--- src/rtl/matrix_result_collector.sv ---
// Collects multiplicator results in a small FIFO and writes them row-major to memory.
// Ports: Clock/ClearAll, Start/BaseAddr, Done/Error/Result in; MemWrite/MemAddr/MemData/MemReady write port; Busy/Complete/Fault status.
module matrix_result_collector #(
  parameter int DATA_WIDTH = 32,
  parameter int ADDR_WIDTH = 8,
  parameter int DIM        = 4,
  parameter int FIFO_DEPTH = 4
) (
  input  logic                  Clock,
  input  logic                  ClearAll,
  input  logic                  Start,
  input  logic [ADDR_WIDTH-1:0] BaseAddr,
  input  logic                  Done,
  input  logic                  Error,
  input  logic [DATA_WIDTH-1:0] Result,
  output logic                  MemWrite,
  output logic [ADDR_WIDTH-1:0] MemAddr,
  output logic [DATA_WIDTH-1:0] MemData,
  input  logic                  MemReady,
  output logic                  Busy,
  output logic                  Complete,
  output logic                  Fault
);

  localparam int N  = DIM * DIM;
  localparam int CW = $clog2(N + 1);
  localparam int PW = $clog2(FIFO_DEPTH);

  typedef enum logic [1:0] {
    IDLE,
    COLLECT,
    COMPLETE,
    ABORT
  } state_t;

  state_t state;
  state_t state_nx;

  logic [DATA_WIDTH-1:0] fifo_mem [FIFO_DEPTH];
  logic [PW-1:0]         rd_ptr;
  logic [PW-1:0]         wr_ptr;
  logic [PW:0]           fcount;
  logic [ADDR_WIDTH-1:0] base_q;
  logic [CW-1:0]         cap_cnt;
  logic [CW-1:0]         wr_cnt;
  logic                  fault_q;

  logic collecting;
  logic empty;
  logic full;
  logic pop;
  logic push;
  logic cap_done;
  logic err_ev;
  logic done_ev;
  logic extra_ev;
  logic overrun;
  logic last_pop;
  logic start_ev;

  assign collecting = (state == COLLECT);
  assign empty      = (fcount == '0);
  assign full       = (fcount == (PW+1)'(FIFO_DEPTH));
  assign pop        = collecting && !empty && MemReady;
  assign cap_done   = (cap_cnt == CW'(N));
  assign err_ev     = collecting && Error;
  assign done_ev    = collecting && Done && !Error;
  // Surplus Done after all N captures flags a fault but keeps draining.
  assign extra_ev   = done_ev && cap_done;
  // A full FIFO can still take a push when the head leaves this cycle.
  assign overrun    = done_ev && !cap_done && full && !pop;
  assign push       = done_ev && !cap_done && !overrun;
  assign last_pop   = pop && (wr_cnt == CW'(N - 1));
  assign start_ev   = (state == IDLE) && Start;

  always_ff @(posedge Clock) begin
    if (ClearAll) begin
      state <= IDLE;
    end else begin
      state <= state_nx;
    end
  end

  always_comb begin
    state_nx = state;
    unique case (state)
      IDLE: begin
        if (start_ev) state_nx = COLLECT;
      end
      COLLECT: begin
        if (err_ev || overrun) state_nx = ABORT;
        else if (last_pop)     state_nx = COMPLETE;
      end
      COMPLETE: state_nx = IDLE;
      ABORT:    state_nx = IDLE;
      default:  state_nx = IDLE;
    endcase
  end

  always_ff @(posedge Clock) begin
    if (ClearAll) begin
      rd_ptr  <= '0;
      wr_ptr  <= '0;
      fcount  <= '0;
      base_q  <= '0;
      cap_cnt <= '0;
      wr_cnt  <= '0;
      fault_q <= 1'b0;
    end else if (start_ev) begin
      rd_ptr  <= '0;
      wr_ptr  <= '0;
      fcount  <= '0;
      base_q  <= BaseAddr;
      cap_cnt <= '0;
      wr_cnt  <= '0;
      fault_q <= 1'b0;
    end else if (state == ABORT) begin
      rd_ptr <= '0;
      wr_ptr <= '0;
      fcount <= '0;
    end else begin
      if (push) begin
        wr_ptr  <= wr_ptr + 1'b1;
        cap_cnt <= cap_cnt + 1'b1;
      end
      if (pop) begin
        rd_ptr <= rd_ptr + 1'b1;
        wr_cnt <= wr_cnt + 1'b1;
      end
      unique case ({push, pop})
        2'b10:   fcount <= fcount + 1'b1;
        2'b01:   fcount <= fcount - 1'b1;
        default: fcount <= fcount;
      endcase
      if (err_ev || overrun || extra_ev) fault_q <= 1'b1;
    end
  end

  always_ff @(posedge Clock) begin
    if (push) fifo_mem[wr_ptr] <= Result;
  end

  always_comb begin
    MemWrite = collecting && !empty;
    MemAddr  = base_q + ADDR_WIDTH'(wr_cnt);
    MemData  = MemWrite ? fifo_mem[rd_ptr] : '0;
    Busy     = collecting;
    Complete = (state == COMPLETE);
    Fault    = fault_q;
  end

endmodule
--- config.mk ---
export PLATFORM = sky130hd
export DESIGN_NAME = matrix_result_collector
export DESIGN_NICKNAME = d
export VERILOG_FILES = /design/src/rtl/matrix_result_collector.sv
export SDC_FILE = /design/constraint.sdc
export NUM_CORES = 1
export LEC_CHECK = 0
export CAP_MARGIN = 0
export CORE_MARGIN = 2
export CORE_UTILIZATION = 47
export CTS_BUF_LIST = sky130_fd_sc_hd__clkbuf_4 sky130_fd_sc_hd__clkbuf_8
export DETAILED_ROUTE_END_ITERATION = 10
export PLACE_DENSITY = 0.81
export SYNTH_ARGS = -nofsm -noshare
export SYNTH_HDL_FRONTEND = slang
export SYNTH_SLANG_ARGS = --single-unit
--- constraint.sdc ---
create_clock -name Clock -period 2.7 [get_ports Clock]
set_input_delay 0.27 -clock Clock [delete_from_list [all_inputs] [get_ports Clock]]
set_output_delay 0.27 -clock Clock [all_outputs]
set_load 0.05 [all_outputs]
# Word level (Yosys, flattened, before mapping)

Memory sizes are Yosys's and may differ from the RTL's. A register that Yosys moved wholly into a read port is not among the register bits.
Cells that the tools add are included.

Add/subtract/negate cells: 7
Equal/unequal tests: 10
Mux-type cells: 10
Bitwise operators: 1
Reduce and logical (&&, ||, !) cells: 29

Operator list:

| operator                                                                 | number |
|---|---|
| 32-bit two-way mux                                                       | 1 |
| 1-bit logical AND                                                        | 12 |
| 5-bit by 1-bit adder with 5-bit output (second input constant)           | 2 |
| 2-bit two-way mux                                                        | 5 |
| 8-bit by 5-bit adder with 8-bit output                                   | 1 |
| 2-bit AND reduction                                                      | 4 |
| 2-bit == test (second input constant)                                    | 3 |
| 2-bit case mux with 3 select lines                                       | 1 |
| 3-bit case mux with 2 select lines                                       | 1 |
| 5-bit by 4-bit == test with 1-bit output (second input constant)         | 1 |
| 5-bit == test (second input constant)                                    | 1 |
| 1-bit logical NOT                                                        | 5 |
| 2-bit by 1-bit adder with 2-bit output (second input constant)           | 2 |
| 2-bit by 1-bit == test with 1-bit output (second input constant)         | 2 |
| 2-bit OR reduction                                                       | 2 |
| 3-bit by 1-bit adder with 3-bit output (second input constant)           | 1 |
| 3-bit == test (second input constant)                                    | 1 |
| 3-bit logical NOT                                                        | 1 |
| 3-bit by 1-bit inequality test with 1-bit output (second input constant) | 1 |
| 3-bit OR reduction                                                       | 1 |
| 3-bit by 1-bit subtractor with 3-bit output (second input constant)      | 1 |
| 2-bit logical NOT                                                        | 1 |
| 1-bit logical OR                                                         | 2 |
| 1-bit two-way mux                                                        | 2 |
| 3 further kinds                                                          | 3 |

Flip-flop bits (word level): 28
RAM bits: 128
Output and inout bits: 44
Word-level logic and storage cells: 66
Memories kept: 1

Memory list:

| name     | words | width | read ports | clocked after Yosys merged registers in | wr ports | line | source |
|---|---|---|---|---|---|---|---|
| fifo_mem | 4     | 32    | 1          | 1                                       | 1        | 39   | `logic [DATA_WIDTH-1:0] fifo_mem [FIFO_DEPTH];` |

# Longest topological paths before layout

Word-level depth: 10
Mapped depth: 9

# Least setup slack after synthesis

No wires, ideal clock.

Path type: reg2reg
Start point: reg cap_cnt[0]
End point: mem fifo_mem[1][0], enable pin
Library setup time: 0.392 ns
Arrival: 2.133 ns
Data required time: 2.308 ns
Setup slack: 0.175 ns
Stages on the path, launching flop included: 7
Period minus slack after synthesis: 2.525 ns
Cells stage by stage: dfxtp_1 -> inv_1 -> ha_1 -> or4bb_1 -> nand2_2 -> nor3_4 -> and2_1

Cells in the longest elaborated chain, start to end: 9

Ends and longest elaborated chain:

| element                                     | line   | source |
|---|---|---|
| from (decl)                                 | 44     | `logic [CW-1:0] cap_cnt;` |
| from (signal assigned)                      | 124    | `cap_cnt <= cap_cnt + 1'b1;` |
| 5-bit == test (*)                           | 65     | `assign cap_done = (cap_cnt == CW'(N));` |
| 1-bit logical NOT (*)                       | 71, 72 |  |
| 1-bit logical AND (*)                       | 71, 72 |  |
| 1-bit logical AND (2 in series)             | 71     | `assign overrun = done_ev && !cap_done && full && !pop;` |
| 1-bit logical NOT                           | 72     | `assign push = done_ev && !cap_done && !overrun;` |
| 1-bit logical AND (*)                       | 72     |  |
| 1-bit two-way mux (*)                       | 140    | `if (push) fifo_mem[wr_ptr] <= Result;` |
| 1-bit two-way mux (not written as such) (*) | 140    |  |
| to (decl)                                   | 39     |  |

Every way passes the cells marked *; elsewhere a longest branch is shown, timed or not.

# Final worst setup path

Start point: reg wr_cnt[0]
End point: out MemAddr[1]

Cells in the longest elaborated chain, start to end: 1

Ends and longest elaborated chain:

| element                                | line | source |
|---|---|---|
| from (decl)                            | 45   | `logic [CW-1:0] wr_cnt;` |
| from (signal assigned)                 | 128  | `wr_cnt <= wr_cnt + 1'b1;` |
| 8-bit by 5-bit adder with 8-bit output | 145  | `MemAddr = base_q + ADDR_WIDTH'(wr_cnt);` |
| to (decl)                              | 17   | `output logic [ADDR_WIDTH-1:0] MemAddr,` |

No other way between the ends.

==> impl_metrics.prom <==
# TYPE chip_impl_metric gauge
chip_impl_metric{name="antenna_found_initial",unit=""} 0
chip_impl_metric{name="post-cts-setup-buffers",unit=""} 0
chip_impl_info{name="post-synth-top-count-cell",value="sky130_fd_sc_hd__edfxtp_1"} 1
chip_impl_metric{name="syn_avg_cell_area",unit="µm²"} 16.1
chip_impl_metric{name="critical_path_arrival",unit="ns"} 2.31
chip_impl_metric{name="gp_congestion",unit=""} 0.853
chip_impl_metric{name="drt-vias-per-instance",unit=""} 5.39
chip_impl_metric{name="path_max_fanout",unit=""} 4
chip_impl_metric{name="die_h",unit="µm"} 122
chip_impl_metric{name="timing.fmax",unit="MHz"} 388
chip_impl_metric{name="wl_met1",unit="µm"} 5490
chip_impl_metric{name="cts_max_path_buffers",unit=""} 2
chip_impl_metric{name="p_sw_frac",unit=""} 0.221
chip_impl_metric{name="floorplan.rows",unit=""} 43
chip_impl_metric{name="routedWlPerCell",unit="µm"} 18.8
chip_impl_metric{name="max_capacitance_violation_count",unit=""} 0
chip_impl_metric{name="place.detailed.hpwl",unit="µm"} 8920
chip_impl_metric{name="gr-usage-all-layers",unit=""} 0.191
chip_impl_metric{name="post_layout_nonfiller_instances",unit=""} 710
chip_impl_metric{name="synth-seq-cells",unit=""} 158
chip_impl_metric{name="grt_first_pass_wirelength",unit="µm"} 21100
chip_impl_metric{name="place_ws",unit="ns"} 0.183
chip_impl_metric{name="insertion_delay",unit="ns"} 0.44
chip_impl_metric{name="setup_viol",unit=""} 0
chip_impl_metric{name="final_min_period_over_clock_period",unit=""} 0.954
chip_impl_metric{name="placedCellCount",unit=""} 678
chip_impl_metric{name="synthDistinctLibCells",unit=""} 51
chip_impl_info{name="timing_worst_setup_path_type",value="flip-flop to output port"} 1
chip_impl_metric{name="gr-total-overflow",unit=""} 0
chip_impl_metric{name="clk_pin_slew",unit="ns"} 0.08
chip_impl_metric{name="fillCellCount",unit=""} 1010
chip_impl_metric{name="post_synth_instance_area",unit="µm²"} 6580
chip_impl_metric{name="port_buffers",unit=""} 89
chip_impl_info{name="synth-main-ff-cell",value="sky130_fd_sc_hd__edfxtp_1"} 1
chip_impl_metric{name="postSynthCellCount",unit=""} 408
chip_impl_metric{name="multi_input_gate_area",unit="µm²"} 2010
chip_impl_metric{name="detailed_route_wire_length",unit="µm"} 13300
chip_impl_metric{name="synth_top_cell_area_share",unit=""} 0.584
chip_impl_metric{name="finalSetupTns",unit="ns"} 0
chip_impl_metric{name="seq_area",unit="µm²"} 4450
chip_impl_metric{name="critPathRequiredTime",unit="ns"} 2.43
chip_impl_metric{name="cts.sink_count",unit=""} 158
chip_impl_metric{name="seq_power_share",unit=""} 0.569
chip_impl_metric{name="first_global_vias",unit=""} 4065
chip_impl_metric{name="dr_wl_met2",unit="µm"} 6850
chip_impl_metric{name="async_reset_ff_frac",unit=""} 0
chip_impl_info{name="ys_top_cells_by_count",value="sky130_fd_sc_hd__edfxtp_1 (128), sky130_fd_sc_hd__and3_1 (33), sky130_fd_sc_hd__mux4_2 (32)"} 1
chip_impl_metric{name="power_switching",unit="mW"} 1.03
chip_impl_metric{name="ctsHtreeMaxLevel",unit=""} 4
chip_impl_metric{name="die-area",unit="µm²"} 15000
chip_impl_metric{name="edff_count_synth",unit=""} 128
chip_impl_metric{name="clock_power_share",unit=""} 0.362
chip_impl_metric{name="ir_drop",unit="mV"} 0.295
chip_impl_info{name="setup_repair_after_global_routing_missed_its_margin",value="false"} 1
chip_impl_metric{name="utilization",unit=""} 0.619
chip_impl_metric{name="layout_min_cycle_time",unit="ns"} 2.58
chip_impl_info{name="top_layer",value="met4"} 1
chip_impl_metric{name="initial_utilization",unit=""} 0.478
chip_impl_info{name="clock_tree_from_tritoncts",value="built"} 1
chip_impl_metric{name="met3_wirelength",unit="µm"} 850
chip_impl_metric{name="ant_nets",unit=""} 0
chip_impl_metric{name="cts_buffers",unit=""} 17
chip_impl_metric{name="power.static_leakage",unit="nW"} 3.00
chip_impl_metric{name="tightestPinTransition",unit="ns"} 0.821
chip_impl_metric{name="worst_slack",unit="ns"} 0.123
chip_impl_metric{name="drive_above_1_share",unit=""} 0.270
chip_impl_metric{name="core_region",unit="µm²"} 13800
chip_impl_metric{name="postSynthNetCount",unit=""} 469
chip_impl_metric{name="area_growth_syn_to_layout",unit="%"} 29.7
chip_impl_metric{name="detailedRoute.firstPassIterationCount",unit=""} 6
chip_impl_info{name="hold_path_class",value="input pin to flip-flop"} 1
chip_impl_metric{name="slew_viol_final",unit=""} 0
chip_impl_metric{name="finClkSkew",unit="ns"} 0.0121
chip_impl_metric{name="timing_hold_violations_final",unit=""} 0
chip_impl_metric{name="yosysWarnings",unit=""} 0
chip_impl_info{name="cts_root_buffer_type",value="sky130_fd_sc_hd__clkbuf_8"} 1
chip_impl_info{name="run_status",value="completed"} 1
chip_impl_metric{name="internal_power",unit="mW"} 3.65
chip_impl_info{name="worstSetupStartpointType",value="flip-flop"} 1
chip_impl_metric{name="boundaryPins",unit=""} 90
chip_impl_metric{name="die-width",unit="µm"} 122
chip_impl_metric{name="synth_seq_area_share",unit=""} 0.676
chip_impl_metric{name="final_nets",unit=""} 578
chip_impl_metric{name="maximum_number_of_pins_on_one_net_before_global_route_repair",unit=""} 33
chip_impl_info{name="synth_top_cells_by_area",value="sky130_fd_sc_hd__edfxtp_1 (58%), sky130_fd_sc_hd__mux4_2 (11%), sky130_fd_sc_hd__dfxtp_1 (9.1%)"} 1
chip_impl_metric{name="via_count",unit=""} 3828
chip_impl_metric{name="power_frac_comb",unit=""} 0.069
chip_impl_metric{name="drt_iter0_markers",unit=""} 222
chip_impl_metric{name="num_antenna_cells",unit=""} 0
chip_impl_metric{name="timing.max_slew.rel_slack",unit=""} 0.453
chip_impl_info{name="critPathCaptureType",value="output port"} 1
chip_impl_metric{name="p_per_area",unit="nW/µm²"} 550
chip_impl_info{name="cell_taking_the_most_area_after_synthesis",value="sky130_fd_sc_hd__edfxtp_1"} 1
chip_impl_metric{name="route.detailed.drc",unit=""} 0
==> through the flow <==
step	power, mW	hold WS, ns	cell area [µm²]
after floorplan	2.88	0.369	6580
after global placement	3.03	0.447	8110
after detailed placement	3.04	0.453	8110
after CTS	4.73	0.336	8500
after global routing	4.84	0.353	8530
final	4.69	0.373	8530
==> worst max-delay path: stages, from the launching register on <==
cell	delay [ns]
sky130_fd_sc_hd__dfxtp_2	0.37
sky130_fd_sc_hd__ha_1	0.17
sky130_fd_sc_hd__inv_1	0.05
sky130_fd_sc_hd__fa_1	0.43
sky130_fd_sc_hd__inv_1	0.06
sky130_fd_sc_hd__clkdlybuf4s50_1	0.79
==> layer usage <==
metal,vias to the layer above,track usage
met5,-,0
met2,131,0.310
met1,1901,0.247
met4,0,0.0682
met3,17,0.0567
li1,1779,-
==> state kept, by name (all words and copies together) (netlist names), named ones only <==
register and flops:
wr_ptr 2, base_q 8, wr_cnt 5, fifo_mem 128
state 2, rd_ptr 2, cap_cnt 5, fcount 3
Fault 1
==> area by class of cell <==
class / instances / area share
sequential: 158 / 0.521
multi-input combinational: 214 / 0.235
timing repair buffer: 109 / 0.163
clock buffer: 20 / 0.0301
tap: 180 / 0.0264
clock inverter: 12 / 0.0158
inverter: 17 / 0.00748
==> layout by cell type (no fill, tap or decap), types with 4 or more instances in the layout <==
master / instances
sky130_fd_sc_hd__nor3b_1: 4
sky130_fd_sc_hd__and3_1: 33
sky130_fd_sc_hd__xnor2_1: 12
sky130_fd_sc_hd__mux4_2: 32
sky130_fd_sc_hd__buf_12: 36
sky130_fd_sc_hd__edfxtp_1: 128
sky130_fd_sc_hd__ha_1: 13
sky130_fd_sc_hd__clkdlybuf4s50_1: 49
sky130_fd_sc_hd__inv_1: 17
sky130_fd_sc_hd__and2_2: 4
sky130_fd_sc_hd__buf_4: 22
sky130_fd_sc_hd__nor2_1: 22
sky130_fd_sc_hd__dfxtp_1: 27
sky130_fd_sc_hd__nand2_1: 25
sky130_fd_sc_hd__a21oi_1: 11
sky130_fd_sc_hd__clkbuf_8: 17
==> worst paths after layout <==
| path | startpoint | to | slack [ns] | cells past startpoint |
|---|---|---|---|---|
| setup / recovery | wr_cnt[0] | MemAddr[1] | 0.12 | 5 |
| hold / removal | BaseAddr[2] | base_q[2] | 0.37 | 3 |
| setup reg to reg | cap_cnt[0] | fcount[2] | 0.23 | 9 |
| hold reg to reg | Fault | Fault | 0.46 | 2 |
==> power by group through the flow <==
stage                     logic, mW  registers, mW  clock network, mW
after floorplan               0.156           2.72                  0
after global placement        0.312           2.72                  0
after detailed placement      0.322           2.72                  0
after CTS                     0.322           2.67               1.74
after global routing          0.346           2.67               1.82
final                         0.323           2.67               1.70
==> what timing repair did <==
| action | CTS | global route |
|---|---|---|
| setup endpoints to repair | 3 | 2 |
| hold buffers | 0 | 0 |
| gates resized for setup | 3 | 5 |
| pin swaps | 1 | 1 |
==> kinds of logic (layout without fill, tap and decap cells) <==
kind of cell / count (synthesis) / count (layout) / share of synthesized area
buffers and inverters: 36 / 158 / 0.0240
adder cells (fa/ha/maj): 15 / 15 / 0.0308
XOR/XNOR: 16 / 16 / 0.0213
flip-flops: 158 / 158 / 0.676
AND/OR/NAND/NOR: 113 / 113 / 0.0943
AO/OA/AOI/OAI: 35 / 35 / 0.0399
multiplexers: 35 / 35 / 0.114
Note: power is estimated with default switching activity, not from simulation.
==> patch 1: new RTL, same settings <==
Encoding of `state_t`: now Gray code (2 bits for 4 states).
--- a/src/rtl/matrix_result_collector.sv
+++ b/src/rtl/matrix_result_collector.sv
@@ -27,10 +27,10 @@
   localparam int PW = $clog2(FIFO_DEPTH);
 
   typedef enum logic [1:0] {
-    IDLE,
-    COLLECT,
-    COMPLETE,
-    ABORT
+    IDLE     = 2'b00,
+    COLLECT  = 2'b01,
+    COMPLETE = 2'b11,
+    ABORT    = 2'b10
   } state_t;
 
   state_t state;
Function: same outputs for any inputs over 4 cycles, from zero or initial values; so few cycles prove little.
==> patch 1 against the unedited design <==
Power rose by 2.4%. First-iteration DRC count is 37% higher. Worst hold slack improved by 74 ps. Die area is 1.4% lower. Cell count decreased by 3.7%. Final area is 5.9% lower. Non-clock buffer count decreased by 8. Largest cell class unchanged. Count of clock-buffer cells in the layout shrank 1. Wire length down 4.5%. Synthesized area down 1.5%. Sequential cell count unchanged. Worst setup slack better by 74 ps. Via count shrank 3.8%. Global-route usage shrank 0.63 points.
==> patch 1: results (changes against the unedited design) <==
status: "complete, no violations"
wire_per_inst_um: 18.6  # -0.91%
fin_tns_setup_ps: 0  # unchanged
ys_types: 43  # -16%
yosys_warnings: 0  # unchanged
critPathMaxStageDelay_ps: 570  # -220 ps
postSynth.asyncResetShare_pct: 0  # unchanged
yosys-top-cells-area: "edfxtp_1, mux4_2, dfxtp_1"
antenna_found_initial: 0  # unchanged
vias: 3681  # -3.8%
drt-initial-drc-count: 305  # +37%
synth_nets: 456  # -2.8%
yosys-top-cells-count: "edfxtp_1, and3_1, mux4_2, nor2_1, dfxtp_1"
drive_gt1_share_pct: 23.6  # -3.4 points
reg_top3: "fifo_mem x128, base_q x8"
cp_slowest_cell: "dfxtp_2"
postSynthAreaPerCell_um2: 16.4  # +1.8%
power.leakage_uw: 0.00290  # -3.5%
nFillCells: 990  # -2.0%
drv_slew: 0  # unchanged
cts.htree.levels: 4  # unchanged
clk_latency_ps: 430
start_kind: "register"
pre_cts_ws_ps: 169  # -13.9 ps
first_global_vias: 3924  # -3.5%
grt_pass1_wl_um: 20300  # -3.9%
clockRootBuffer: "clkbuf_8"
slew_headroom_pct: 59.0  # +14 points
synth_seq_area_share_pct: 68.6  # +1.0 points
path_delay_family: "flip-flops"
crit_path_max_fanout: 23  # +19
worstHoldStart: "BaseAddr[0]"
vdd_ir_drop_max_mv: 0.331  # +12%
final_cells: 684  # -3.7%
r2r_start: "cap_cnt[0]"
final_nets: 557  # -3.6%
path_clk_slew_ps: 80  # about the same
synth_edf_count: 128  # unchanged
hpwlAfterDp_um: 8370  # -6.2%
track_usage_pct: 18.5  # -0.63 points
dr.pass1.iters: 4  # -2
skew_ps: 13.6  # +1.53 ps
placed_cells: 653  # -3.7%
cts_buffers: 17  # unchanged
gp_congestion: 0.855  # +0.27%
antenna_cells: 0  # unchanged
numPortBuffers: 89  # unchanged
min_path_type: "in2reg"
grt_max_degree: 27  # -18%
clockBufferDepth: 2  # unchanged
worstPathArrival_ps: 2230  # -80 ps
==> patch 1: kinds of logic after synthesis <==
family,share of synthesized area [%]
xor gates and xnor gates,2.03
adders and majority gates,3.13
AOI/OAI and AO/OA,2.01
buffers and inverters,2.32
DFF,68.6
and+or+nand+nor,9.13
muxes,12.8
==> patch 1: per-layer routing <==
| metal | track usage, % | part of all wire [%] |
|---|---|---|
| met4 | 6.54 | 1.5 |
| met3 | 4.28 | 4.5 |
| met5 | 0 | 0 |
| met2 | 33.0 | 54 |
| met1 | 21.9 | 40 |
==> patch 1: through the flow <==
stage	cell area, um^2	utilization [%]	hold WS [ps]
CTS	8020	60.1	415
floorplan	6480	-	353
global route	8020	60.1	439
detailed placement	7590	56.9	471
finish	8020	60.1	447
global placement	7590	56.9	461
==> patch 1: where the power goes <==
group / leakage, uW / switching (uW) / total (uW) / internal, uW
Clock: 0.000212 / 842 / 1880 / 1040
Sequential: 0.00140 / 13.4 / 2660 / 2650
Combinational: 0.00129 / 143 / 261 / 118
==> patch 1: area by class of cell <==
cell class              count  share of cell area [%]
flip-flops and latches    158                    55.4
well taps                 176                    2.74
clock inverters            12                    2.31
clock buffers              19                    3.10
inverters                  18                   0.842
repair buffers            101                    12.0
multi-input cells         200                    23.6
==> patch 1: timing repair <==
action | in CTS | in global routing
buffers inserted | 0 | 0
setup endpoints to repair | 7 | 4
resized for setup | 7 | 3
==> patch 1: tightest hold or removal path, stage by stage <==
cell and delay [ps]:
clkdlybuf4s50_1 390, mux2i_1 130, nor2_1 50
==> patch 1: final timing paths <==
kind	to	slack (ps)	cells past startpoint
setup / recovery	MemData[1]	200	4
hold / removal	base_q[0]	450	3
hold reg to reg	Fault	480	2
setup reg to reg	fcount[2]	280	10
==> patch 2: new RTL, config.mk and constraints unchanged <==
Made on the original files. The parameter `DIM` goes from 4 to 2.
--- a/src/rtl/matrix_result_collector.sv
+++ b/src/rtl/matrix_result_collector.sv
@@ -3,7 +3,7 @@
 module matrix_result_collector #(
   parameter int DATA_WIDTH = 32,
   parameter int ADDR_WIDTH = 8,
-  parameter int DIM        = 4,
+  parameter int DIM        = 2,
   parameter int FIFO_DEPTH = 4
 ) (
   input  logic                  Clock,
Check against the original RTL: not equivalent (a bounded check fails within 10 cycles, from zero or initial values).
==> patch 2 against the unedited design <==
Synthesized area decreased by 4.6%. Sequential power decreased by 2%. Final area decreased by 9.2%. Power decreased by 4.6%. Worst hold slack improved by 78 ps. Critical endpoint unchanged. Sequential cell count decreased by 4. Combinational power decreased by 3%. Clock skew decreased by 2.8 ps. Worst setup slack improved by 34 ps. Wire length decreased by 11%. Sequential share of layout area increased by 4.2 points.
==> patch 2: results (changes against the unedited design) <==
final-clk-cell-share_pct: 4.63  # +0.043 points
swShare_pct: 22.1  # +0.032 points
routed_wl_um: 11800  # -11%
synth_seq_area_share_pct: 69.5  # +2.0 points
status: "complete, no violations"
worstPathArrival_ps: 2270  # -40 ps
yosys-top-cells-count: "edfxtp_1, and3_1, mux4_2"
tightest_slew_ps: 501  # -320 ps
rows: 42  # -2.3%
buffers: 105  # -3.7%
drive_gt1_share_pct: 27.6  # +0.60 points
wire_per_inst_um: 18.2  # -3.3%
drt-met1-wl_um: 4960  # -9.7%
final_area_mm2: 0.00775  # -9.2%
num-multi-input-gates: 174  # -19%
placed_cells: 619  # -8.7%
track_usage_pct: 17.5  # -1.6 points
gp_congestion: 0.728  # -15%
synth_cells: 358  # -12%
vias: 3389  # -11%
grt_max_degree: 40  # +21%
sh_seq_area_pct: 56.4  # +4.2 points
ys_types: 41  # -20%
hpwlAfterDp_um: 7600  # -15%
met2WireLength_um: 6190  # -9.7%
-- patch 2: timing repair --
item,CTS,global route
setup endpoints to repair,1,1
hold buffers,0,0
resized for setup,1,1
-- patch 2: cell families after synthesis --
kind of cell               Yosys count
DFF                                154
and+or+nand+nor                     85
muxes                               45
buffers and inverters               30
AOI/OAI and AO/OA                   20
adders and majority gates           13
xor gates and xnor gates            11
-- patch 2: final timing paths --
kind / slack, ps / start / to / cells past startpoint
worst max-delay path: 160 / wr_cnt[0] / MemAddr[1] / 3
worst min-delay path: 450 / BaseAddr[5] / base_q[5] / 3
worst max register to register: 530 / cap_cnt[0] / fifo_mem[0][3] / 6
worst min register to register: 510 / Fault / Fault / 2
-- patch 2: power by group through the flow --
stage | clock (uW) | combinational, uW | sequential (uW)
after CTS | 1580 | 318 | 2620
after global routing | 1700 | 338 | 2620
after floorplan | 0 | 166 | 2670
after global placement | 0 | 309 | 2670
after detailed placement | 0 | 317 | 2670
final | 1540 | 314 | 2620
